<file path="config.mk">
export PLATFORM = sky130hd
export DESIGN_NAME = dmem_arbiter_flat
export DESIGN_NICKNAME = d
export VERILOG_FILES = /design/src/rtl/dmem_arbiter_if.sv /design/src/rtl/dmem_arbiter.sv /design/src/flat_wrapper.sv
export SDC_FILE = /design/constraint.sdc
export NUM_CORES = 1
export LEC_CHECK = 0
export ABC_CLOCK_PERIOD_IN_PS = 1600
export BUFFER_PORTS_ARGS = -buffer_cell sky130_fd_sc_hd__buf_2
export CAP_MARGIN = 20
export CORE_MARGIN = 5
export CORE_UTILIZATION = 39
export DETAILED_ROUTE_END_ITERATION = 7
export GPL_ROUTABILITY_DRIVEN = 1
export PLACE_DENSITY = 0.76
export SLEW_MARGIN = 30
export SYNTH_ARGS = -nofsm -noshare
export SYNTH_HDL_FRONTEND = slang
export SYNTH_SLANG_ARGS = --single-unit
</file>
<file path="constraint.sdc">
create_clock -name Clk -period 1.6 [get_ports Clk]
set_input_delay 0.08 -clock Clk [delete_from_list [all_inputs] [get_ports Clk]]
set_output_delay 0.08 -clock Clk [all_outputs]
set_load 0.005 [all_outputs]
</file>
<file path="src/rtl/dmem_arbiter_if.sv">
// Request/response bus between the two data-memory requesters and dmem_arbiter.
// Port 0 is the load/store unit, port 1 the loader/debug master.
interface dmem_arbiter_if #(
  parameter int W = 8,
  parameter int A = 8
) ();
  logic [1:0]   ReqValid;
  logic [1:0]   ReqWrite;
  logic [A-1:0] ReqAddr0;
  logic [A-1:0] ReqAddr1;
  logic [W-1:0] ReqData0;
  logic [W-1:0] ReqData1;
  logic [1:0]   ReqReady;
  logic [1:0]   RspValid;
  logic [W-1:0] RspData0;
  logic [W-1:0] RspData1;

  modport master (
    output ReqValid, ReqWrite, ReqAddr0, ReqAddr1, ReqData0, ReqData1,
    input  ReqReady, RspValid, RspData0, RspData1
  );

  modport slave (
    input  ReqValid, ReqWrite, ReqAddr0, ReqAddr1, ReqData0, ReqData1,
    output ReqReady, RspValid, RspData0, RspData1
  );
endinterface

</file>
<file path="src/rtl/dmem_arbiter.sv">
// Round-robin arbiter in front of a single-port data memory, with a
// sequencer that sweeps zeros through every address on ClearStart.
module dmem_arbiter #(
  parameter int W = 8,
  parameter int A = 8
) (
  input  logic          Clk,
  input  logic          ResetN,
  input  logic          ClearStart,
  output logic          ClearBusy,
  output logic          ClearDone,
  dmem_arbiter_if.slave bus,
  output logic          MemWriteEn,
  output logic [A-1:0]  MemAddr,
  output logic [W-1:0]  MemDataIn,
  input  logic [W-1:0]  MemDataOut
);
  typedef enum logic [0:0] {IDLE = 1'b0, CLEAR = 1'b1} state_t;

  localparam logic [A-1:0] CountMax = {A{1'b1}};
  localparam logic [A-1:0] CountOne = {{(A-1){1'b0}}, 1'b1};

  state_t       state_r;
  state_t       state_nxt_s;
  logic         last_grant_r;
  logic [A-1:0] clear_count_r;
  logic         clear_done_r;
  logic [1:0]   rsp_valid_r;
  logic [W-1:0] rsp_data0_r;
  logic [W-1:0] rsp_data1_r;
  logic [1:0]   grant_s;
  logic         clear_last_s;

  assign clear_last_s = (clear_count_r == CountMax);

  // Next-state selection for the idle/clear sequencer
  always_comb begin
    state_nxt_s = state_r;
    case (state_r)
      IDLE: begin
        if (ClearStart) state_nxt_s = CLEAR;
        else            state_nxt_s = IDLE;
      end
      CLEAR: begin
        if (clear_last_s) state_nxt_s = IDLE;
        else              state_nxt_s = CLEAR;
      end
      default: state_nxt_s = IDLE;
    endcase
  end

  // Grant selection; a pending clear blocks both ports, ties go to the port not served last
  always_comb begin
    grant_s = 2'b00;
    if ((state_r != IDLE) || ClearStart) begin
      grant_s = 2'b00;
    end else begin
      case (bus.ReqValid)
        2'b01:   grant_s = 2'b01;
        2'b10:   grant_s = 2'b10;
        2'b11:   grant_s = last_grant_r ? 2'b01 : 2'b10;
        default: grant_s = 2'b00;
      endcase
    end
  end

  // Memory port steering: clear sweep, granted requester, or quiet bus
  always_comb begin
    MemWriteEn = 1'b0;
    MemAddr    = {A{1'b0}};
    MemDataIn  = {W{1'b0}};
    if (state_r == CLEAR) begin
      MemWriteEn = 1'b1;
      MemAddr    = clear_count_r;
      MemDataIn  = {W{1'b0}};
    end else if (grant_s[0]) begin
      MemWriteEn = bus.ReqWrite[0];
      MemAddr    = bus.ReqAddr0;
      MemDataIn  = bus.ReqData0;
    end else if (grant_s[1]) begin
      MemWriteEn = bus.ReqWrite[1];
      MemAddr    = bus.ReqAddr1;
      MemDataIn  = bus.ReqData1;
    end else begin
      MemWriteEn = 1'b0;
    end
  end

  // Sequencer state, round-robin pointer and clear address counter
  always_ff @(posedge Clk or negedge ResetN) begin
    if (!ResetN) begin
      state_r       <= IDLE;
      last_grant_r  <= 1'b1;
      clear_count_r <= {A{1'b0}};
      clear_done_r  <= 1'b0;
    end else begin
      state_r      <= state_nxt_s;
      clear_done_r <= (state_r == CLEAR) && clear_last_s;
      if (grant_s != 2'b00) begin
        last_grant_r <= grant_s[1];
      end
      // Natural wrap leaves the counter at zero when the sweep ends
      if (state_r == CLEAR) begin
        clear_count_r <= clear_count_r + CountOne;
      end
    end
  end

  // Read responses: capture memory data on a read handshake, pulse valid for one cycle
  always_ff @(posedge Clk or negedge ResetN) begin
    if (!ResetN) begin
      rsp_valid_r <= 2'b00;
      rsp_data0_r <= {W{1'b0}};
      rsp_data1_r <= {W{1'b0}};
    end else begin
      rsp_valid_r <= grant_s & ~bus.ReqWrite;
      if (grant_s[0] && !bus.ReqWrite[0]) begin
        rsp_data0_r <= MemDataOut;
      end
      if (grant_s[1] && !bus.ReqWrite[1]) begin
        rsp_data1_r <= MemDataOut;
      end
    end
  end

  assign bus.ReqReady = grant_s;
  assign bus.RspValid = rsp_valid_r;
  assign bus.RspData0 = rsp_data0_r;
  assign bus.RspData1 = rsp_data1_r;
  assign ClearBusy    = (state_r == CLEAR);
  assign ClearDone    = clear_done_r;
endmodule

</file>
<file path="src/flat_wrapper.sv">
// flat-port wrapper written by rule: the top's interface ports become plain ports
module dmem_arbiter_flat 
#(
  parameter int W = 8,
  parameter int A = 8
)
  (Clk, ResetN, ClearStart, ClearBusy, ClearDone, MemWriteEn, MemAddr, MemDataIn, MemDataOut, bus_ReqValid, bus_ReqWrite, bus_ReqAddr0, bus_ReqAddr1, bus_ReqData0, bus_ReqData1, bus_ReqReady, bus_RspValid, bus_RspData0, bus_RspData1);
  dmem_arbiter_if #(.W(W), .A(A)) bus_i ();
  input  logic Clk;
  input  logic ResetN;
  input  logic ClearStart;
  output logic ClearBusy;
  output logic ClearDone;
  output logic MemWriteEn;
  output logic [A-1:0] MemAddr;
  output logic [W-1:0] MemDataIn;
  input  logic [W-1:0] MemDataOut;
  input wire logic [$bits(bus_i.ReqValid)-1:0] bus_ReqValid;
  input wire logic [$bits(bus_i.ReqWrite)-1:0] bus_ReqWrite;
  input wire logic [$bits(bus_i.ReqAddr0)-1:0] bus_ReqAddr0;
  input wire logic [$bits(bus_i.ReqAddr1)-1:0] bus_ReqAddr1;
  input wire logic [$bits(bus_i.ReqData0)-1:0] bus_ReqData0;
  input wire logic [$bits(bus_i.ReqData1)-1:0] bus_ReqData1;
  output wire logic [$bits(bus_i.ReqReady)-1:0] bus_ReqReady;
  output wire logic [$bits(bus_i.RspValid)-1:0] bus_RspValid;
  output wire logic [$bits(bus_i.RspData0)-1:0] bus_RspData0;
  output wire logic [$bits(bus_i.RspData1)-1:0] bus_RspData1;
  assign bus_i.ReqValid = bus_ReqValid;
  assign bus_i.ReqWrite = bus_ReqWrite;
  assign bus_i.ReqAddr0 = bus_ReqAddr0;
  assign bus_i.ReqAddr1 = bus_ReqAddr1;
  assign bus_i.ReqData0 = bus_ReqData0;
  assign bus_i.ReqData1 = bus_ReqData1;
  assign bus_ReqReady = bus_i.ReqReady;
  assign bus_RspValid = bus_i.RspValid;
  assign bus_RspData0 = bus_i.RspData0;
  assign bus_RspData1 = bus_i.RspData1;
  dmem_arbiter #(.W(W), .A(A)) u_core (.Clk(Clk), .ResetN(ResetN), .ClearStart(ClearStart), .ClearBusy(ClearBusy), .ClearDone(ClearDone), .bus(bus_i), .MemWriteEn(MemWriteEn), .MemAddr(MemAddr), .MemDataIn(MemDataIn), .MemDataOut(MemDataOut));
endmodule
</file>
==> results of run 1 <==
-- how the worst max path moves through the flow --
stage	from	to	slack [ns]	depth (start not counted)
after floorplan	u_core.ClearBusy	u_core.bus.RspData1[0]	-0.001	4
after global placement	u_core.last_grant_r	u_core.bus.RspData1[2]	0.05	3
after detailed placement	u_core.last_grant_r	u_core.bus.RspData1[4]	0.03	3
after CTS	u_core.last_grant_r	MemDataIn[0]	-0.06	6
after global routing	u_core.last_grant_r	MemAddr[3]	-0.12	5
final	u_core.last_grant_r	MemDataIn[0]	-0.04	6
-- Yosys cell counts --
cell type	n	share of area
a21oi_1	2	0.0069
a221o_1	1	0.0069
a22o_1	8	0.048
a31oi_1	1	0.0043
and2_4	1	0.0060
and3_1	1	0.0043
and4_1	1	0.0060
buf_1	2	0.0052
buf_6	1	0.0077
clkbuf_1	1	0.0026
clkbuf_2	1	0.0034
dfrtp_1	28	0.48
dfstp_2	1	0.018
ha_1	1	0.0086
inv_1	11	0.028
inv_2	1	0.0026
mux2_2	9	0.070
mux2_4	8	0.083
nand2_1	10	0.026
nand2b_1	2	0.0086
nand3_1	10	0.034
nand4_1	1	0.0043
nand4_2	1	0.0086
nor2_1	3	0.0077
nor2b_1	1	0.0043
nor3_2	1	0.0069
nor3b_1	1	0.0052
nor4b_1	1	0.0060
o21ai_0	1	0.0034
o221ai_1	7	0.042
or4_4	1	0.0077
xnor2_1	4	0.024
xor2_1	3	0.018
-- state kept, by name, indices dropped and copies added, names as in the netlist --
signal and flops:
u_core.bus.RspData1 8, u_core.clear_count_r 8, u_core.bus.RspValid 2, u_core.ClearDone 1, u_core.bus.RspData0 8, u_core.last_grant_r 1, u_core.ClearBusy 1
-- logic make-up (layout without fill, tap and decap cells) --
kind of cell	after synthesis	count (layout)	share of synthesized area
AO/OA/AOI/OAI	20	20	0.1118
XOR/XNOR	7	7	0.04213
adder cells (fa/ha/maj)	1	1	0.008597
buffers and inverters	17	115	0.04986
flip-flops	29	29	0.4996
multiplexers	17	17	0.1522
AND/OR/NAND/NOR	35	35	0.1359
-- metrics by stage --
stage | utilization | hold slack [ns] | power, mW | area, sq um | TNS (ns)
finish | 0.6030 | 0.05327 | 2.179 | 2191 | -0.2380
global route | 0.6030 | 0.04628 | 2.328 | 2191 | -1.788
CTS | 0.5837 | 0.04335 | 2.156 | 2121 | -0.5813
detailed placement | 0.5389 | 0.1397 | 1.479 | 1958 | 0
global placement | 0.5389 | 0.1271 | 1.461 | 1958 | 0
floorplan | - | -0.2156 | 1.231 | 1468 | -0.007980
-- worst max-delay path, cell delays in order, from the launching register on --
cell	delay (ns)
dfstp_2	0.55
and2_4	0.15
buf_6	0.10
nor3_4	0.04
buf_6	0.12
a22o_1	0.20
buf_2	0.13
-- layout make-up --
| class | count | area (sq um) |
|---|---|---|
| repair buffers | 95 | 521.8 |
| well taps | 48 | 60.06 |
| multi-input cells | 80 | 733.2 |
| inverters | 12 | 47.55 |
| flip-flops and latches | 29 | 726.9 |
| clock buffers | 7 | 96.34 |
| fillers | 318 | 1443 |
| clock inverters | 1 | 5.005 |
-- routing by layer --
metal	part of all wire	vias to the layer above
met3	0.12	0
met5	0	-
met1	0.37	644
met4	0	0
li1	-	648
met2	0.51	79
-- report_power, final --
part,switching (mW),internal [mW],leakage (nW)
logic,0.249,0.322,0.795
registers,0.114,0.848,0.377
clock network,0.259,0.388,0.0542
total,0.622,1.56,1.23
-- timing repair --
| item | CTS | global route |
|---|---|---|
| gates cloned | 0 | 0 |
| hold buffers | 1 | 0 |
| setup endpoints to repair | 17 | 17 |
| buffers inserted | 2 | 1 |
| resized for setup | 7 | 11 |
| pin swaps | 4 | 3 |
| hold endpoints to repair | 28 | 0 |
==> impl_metrics.toml, run 1 <==
[run_status]
status = "finished, violations left"
failed_checks = "setup timing"

[worst_setup_path]
required_ns = 1.52
worstSetupEndpointType = "output port"
r2r_slack_ns = 0.03
crit_type = "reg2out"
r2r_cells = 4
r2r-end = "u_core.bus.RspData0[5]"
worstPathMaxFanout = 4
r2r-start = "u_core.last_grant_r"
worstSetupStartpointType = "flop"
arrival_ns = 1.56

[route]
drtAntennaViolNets = 0
first_iter_violations = 46
vias = 1371
drc = 0
viasPerCell = 5.040
first_pass_iters = 4
post_drt_wl_per_cell_microns = 15.31
drt_wl_total_mm = 4.164

[grt]
grt_pass1_vias = 1442
grt_max_degree = 30
grt-busiest-layer = "met2"
grt_use_met3 = 0.07386
met2_usage = 0.2904
grt_usage = 0.1627
grt.met1_usage = 0.1810
grt_pass1_wl_mm = 6.624
antenna_found_initial = 0
grt.overflow.total = 0

[hold_path]
hold_path.class = "in2reg"
holdPathStages = 2
hold_path.startpoint = "MemDataOut[3]"
min_to = "u_core.bus.RspData1[3]"

[timing]
drv_slew = 0
setup_viol = 12
rsz0062_at_grt = "true"
slew_headroom = 0.5811
finClkSkew_ns = 0.005187
hold_viol = 0
worstMarginPinSlew_ns = 0.6283
fin_crit_sh = 1.027
fin_ws_ns = -0.04246
period_minus_slack_ns = 1.642
max_freq_ghz = 0.6088

[die]
core_sq_um = 3633
rows = 22
dieArea_sq_um = 5053
die_x_microns = 71.09
num_io_pins = 86
fp.dieH_microns = 71.09
initial_utilization = 0.4005

[logic_synthesis]
synth_fp_nets = 174
synth_area_sq_um = 1455
synth_seq_cells = 29
yosys_warnings = 0
synth_area_per_cell_sq_um = 11.55
synth.distinct_cells = 33
postSynthCellCount = 126
ys_seq_area_frac = 0.4996

[clock_network]
clock_sinks = 29
tritoncts = "yes"
clk_path_buf_depth = 2
worstSkewPairLatency_ns = 0.27
ctsRootBufferMaster = "clkbuf_8"
cts_buffers = 5
htree_levels = 2
cts.clk_slew.worst_paths_ns = 0.06

[run]
drv_cap = 0

[pwr]
ir_drop_mv = 0.5741
p_leak_nw = 1.225
powerDensity_nw_per_um2 = 994.6

[final_layout]
final_cell_mix = "buf_2, dfrtp_1, inv_1"
n_antenna_cell = 0
area_growth_pct = 50.56
layout-drive-gt1-share = 0.5982
nets = 271
final_common_cell = "buf_2"
final_cells = 272

[placement]
place_ws_ns = 0.02509
io_buffers = 85
placed_cells = 260
hpwl_mm = 3.138
place_congestion = 0.8287
Power figures use the tool's default switching activity.
==> run 2, diff against run 1 <==
--- a/config.mk
+++ b/config.mk
@@ -5,14 +5,15 @@
 export SDC_FILE = /design/constraint.sdc
 export NUM_CORES = 1
 export LEC_CHECK = 0
+export ABC_AREA = 1
 export ABC_CLOCK_PERIOD_IN_PS = 1600
 export BUFFER_PORTS_ARGS = -buffer_cell sky130_fd_sc_hd__buf_2
 export CAP_MARGIN = 20
 export CORE_MARGIN = 5
-export CORE_UTILIZATION = 39
+export CORE_UTILIZATION = 41
 export DETAILED_ROUTE_END_ITERATION = 7
 export GPL_ROUTABILITY_DRIVEN = 1
-export PLACE_DENSITY = 0.76
+export PLACE_DENSITY = 0.77
 export SLEW_MARGIN = 30
 export SYNTH_ARGS = -nofsm -noshare
 export SYNTH_HDL_FRONTEND = slang
==> constraint.sdc (replaced) <==
create_clock -name Clk -period 1.6 [get_ports Clk]
set_input_delay 0.16 -clock Clk [delete_from_list [all_inputs] [get_ports Clk]]
set_output_delay 0.16 -clock Clk [all_outputs]
set_load 0.005 [all_outputs]
==> impl_metrics.toml, run 2 <==
[worst_setup_path]
worstSetupStartpointType = "flop"
crit_type = "reg2out"
r2r-end = "u_core.clear_count_r[7]"
r2r_cells = 7
r2r-start = "u_core.ClearBusy"
arrival_ns = 1.44
critPathLaunch = "u_core.ClearBusy"
worstSetupEndpointType = "output port"
r2r_slack_ns = 0.19
required_ns = 1.44
crit_end = "MemWriteEn"
worstPathMaxFanout = 5

[clock_network]
clk_path_buf_depth = 2
ctsRootBufferMaster = "clkbuf_8"
clock_sinks = 29
worstSkewPairLatency_ns = 0.28
cts_buffers = 5
htree_levels = 2
cts.clk_slew.worst_paths_ns = 0.07
tritoncts = "yes"

[placement]
hpwl_mm = 3.485
io_buffers = 85
dpl-instance-area_sq_um = 2116
place_congestion = 0.7916

[route]
wl_met2_mm = 2.580
route.met3.wl_microns = 360
drt_wl_total_mm = 4.866
viasPerCell = 5.003
vias = 1781
post_drt_wl_per_cell_microns = 13.67
wl_met1_mm = 1.873
drtAntennaViolNets = 0
first_iter_violations = 101
first_pass_iters = 4
drc = 0
top_layer = "met4"

[logic_synthesis]
synth_ff_type = "dfrtp_1"
synth_top_cell_area_share = 0.4249
synth_area_sq_um = 1649
synth.distinct_cells = 25
ys_seq_area_frac = 0.4408
yosys_warnings = 0
synth.most_common_cell = "nand2_1"
synth_fp_nets = 252
yosysTopAreaCell = "dfrtp_1"
synth_seq_cells = 29
synth_area_per_cell_sq_um = 8.084
async_flop_share = 1.000
synthTopCellsByArea = "dfrtp_1, nand2_1, nand3_1"
postSynthCellCount = 204
synth_edf_count = 0
synth_commonest_cells = "nand2_1, nand3_1, dfrtp_1"

[hold_path]
hold_path.class = "in2reg"
hold_path.startpoint = "MemDataOut[5]"

[timing]
drv_slew = 0
finClkSkew_ns = 0.009461
setup_viol = 1
max_freq_ghz = 0.6236
period_minus_slack_ns = 1.604
slew_headroom = 0.5540
rsz0062_at_grt = "true"
fin_ws_ns = -0.003664
worstMarginPinSlew_ns = 0.6690
fin_crit_sh = 1.002
hold_viol = 0

[die]
core_sq_um = 3943
num_io_pins = 86
fp.dieH_microns = 73.42
dieArea_sq_um = 5391
rows = 23
die_x_microns = 73.42
initial_utilization = 0.4183

[grt]
grt_usage = 0.1841
antenna_found_initial = 0
grt.overflow.total = 0
grt_max_degree = 30
grt_pass1_wl_mm = 7.762
grt_pass1_vias = 1800

[final_layout]
area_growth_pct = 47.65
n_antenna_cell = 0
final_common_cell = "buf_2"
design_area_sq_um = 2435
nets = 353
final_cell_mix = "buf_2, nand2_1, nand3_1"
layout-drive-gt1-share = 0.4641
num-fill-cells = 349

[pwr]
switching_share = 0.3229
switchingPower_uw = 720.9
total_power_mw = 2.232
powerDensity_nw_per_um2 = 916.9
internal_power_mw = 1.512
pwr-share-clk = 0.300
ir_drop_mv = 0.5333
pwr-share-seq = 0.433
p_leak_nw = 1.428
combPwrFrac = 0.267

[run]
drv_cap = 0

[run_status]
failed_checks = "setup timing"
status = "finished, violations left"
==> run 2: power groups by stage <==
stage	clock [mW]	combinational (mW)	sequential, mW
3_3_place_gp	0	0.539	0.973
6_report	0.670	0.596	0.967
5_1_grt	0.729	0.689	0.985
4_1_cts	0.684	0.568	0.963
3_5_place_dp	0	0.551	0.975
2_1_floorplan	0	0.352	0.933
==> run 2: critical path, stage by stage (launching register included) <==
cell and delay [ns]:
dfrtp_1 0.43, inv_2 0.11, nand2_4 0.07, nor2_8 0.16
buf_6 0.14, nand3_2 0.06, nand3_2 0.08, buf_2 0.11
==> run 2: routing by layer <==
metal  vias up  global-route usage
met2        65              0.3366
met5         -                   0
met3         6             0.05746
met4         0             0.03622
met1       836              0.2103
li1        874                   -
==> run 2: cell families after synthesis <==
kind of cell	after synthesis	share of synthesized area
XOR/XNOR	4	0.02124
AO/OA/AOI/OAI	10	0.05539
buffers and inverters	34	0.09863
adder cells (fa/ha/maj)	1	0.007586
AND/OR/NAND/NOR	126	0.3763
flip-flops	29	0.4408
==> run 2: through the flow <==
stage	util	worst slack (ns)	hold WS [ns]	cells	TNS (ns)
floorplan	-	0.3410	-0.1356	204	0
global placement	0.5367	0.2113	0.2167	336	0
detailed placement	0.5367	0.1262	0.2371	336	0
CTS	0.5843	0.0006033	0.1463	352	0
global route	0.6176	-0.1031	0.1511	356	-0.8516
finish	0.6176	-0.003664	0.1492	356	-0.003664
==> run 2: what timing repair did <==
action,4_1_cts,5_1_grt
hold buffers,1,0
buffers inserted,7,4
resized for setup,3,22
pin swaps,2,4
gates cloned,0,0
endpoints found under the hold margin,28,0
setup endpoints to repair,18,18
==> run 2: how the worst min path moves through the flow <==
stage | endpoint | slack (ns) | depth (start not counted)
global route | u_core.bus.RspData1[7] | 0.15 | 3
finish | u_core.bus.RspData0[5] | 0.15 | 3
floorplan | u_core.ClearBusy | -0.14 | 0
CTS | u_core.bus.RspData0[5] | 0.15 | 3
detailed placement | u_core.clear_count_r[4] | 0.24 | 1
global placement | u_core.clear_count_r[5] | 0.22 | 1
==> run 2: final cells by class <==
| type | instances | area (sq um) | share of cell area |
|---|---|---|---|
| Clock inverter | 1 | 5.005 | 0.002055 |
| Inverter | 25 | 93.84 | 0.03854 |
| Multi-Input combinational cell | 141 | 840.8 | 0.3453 |
| Sequential cell | 29 | 726.9 | 0.2986 |
| Clock buffer | 7 | 96.34 | 0.03957 |
| Tap cell | 50 | 62.56 | 0.02569 |
| Timing Repair Buffer | 103 | 609.3 | 0.2503 |
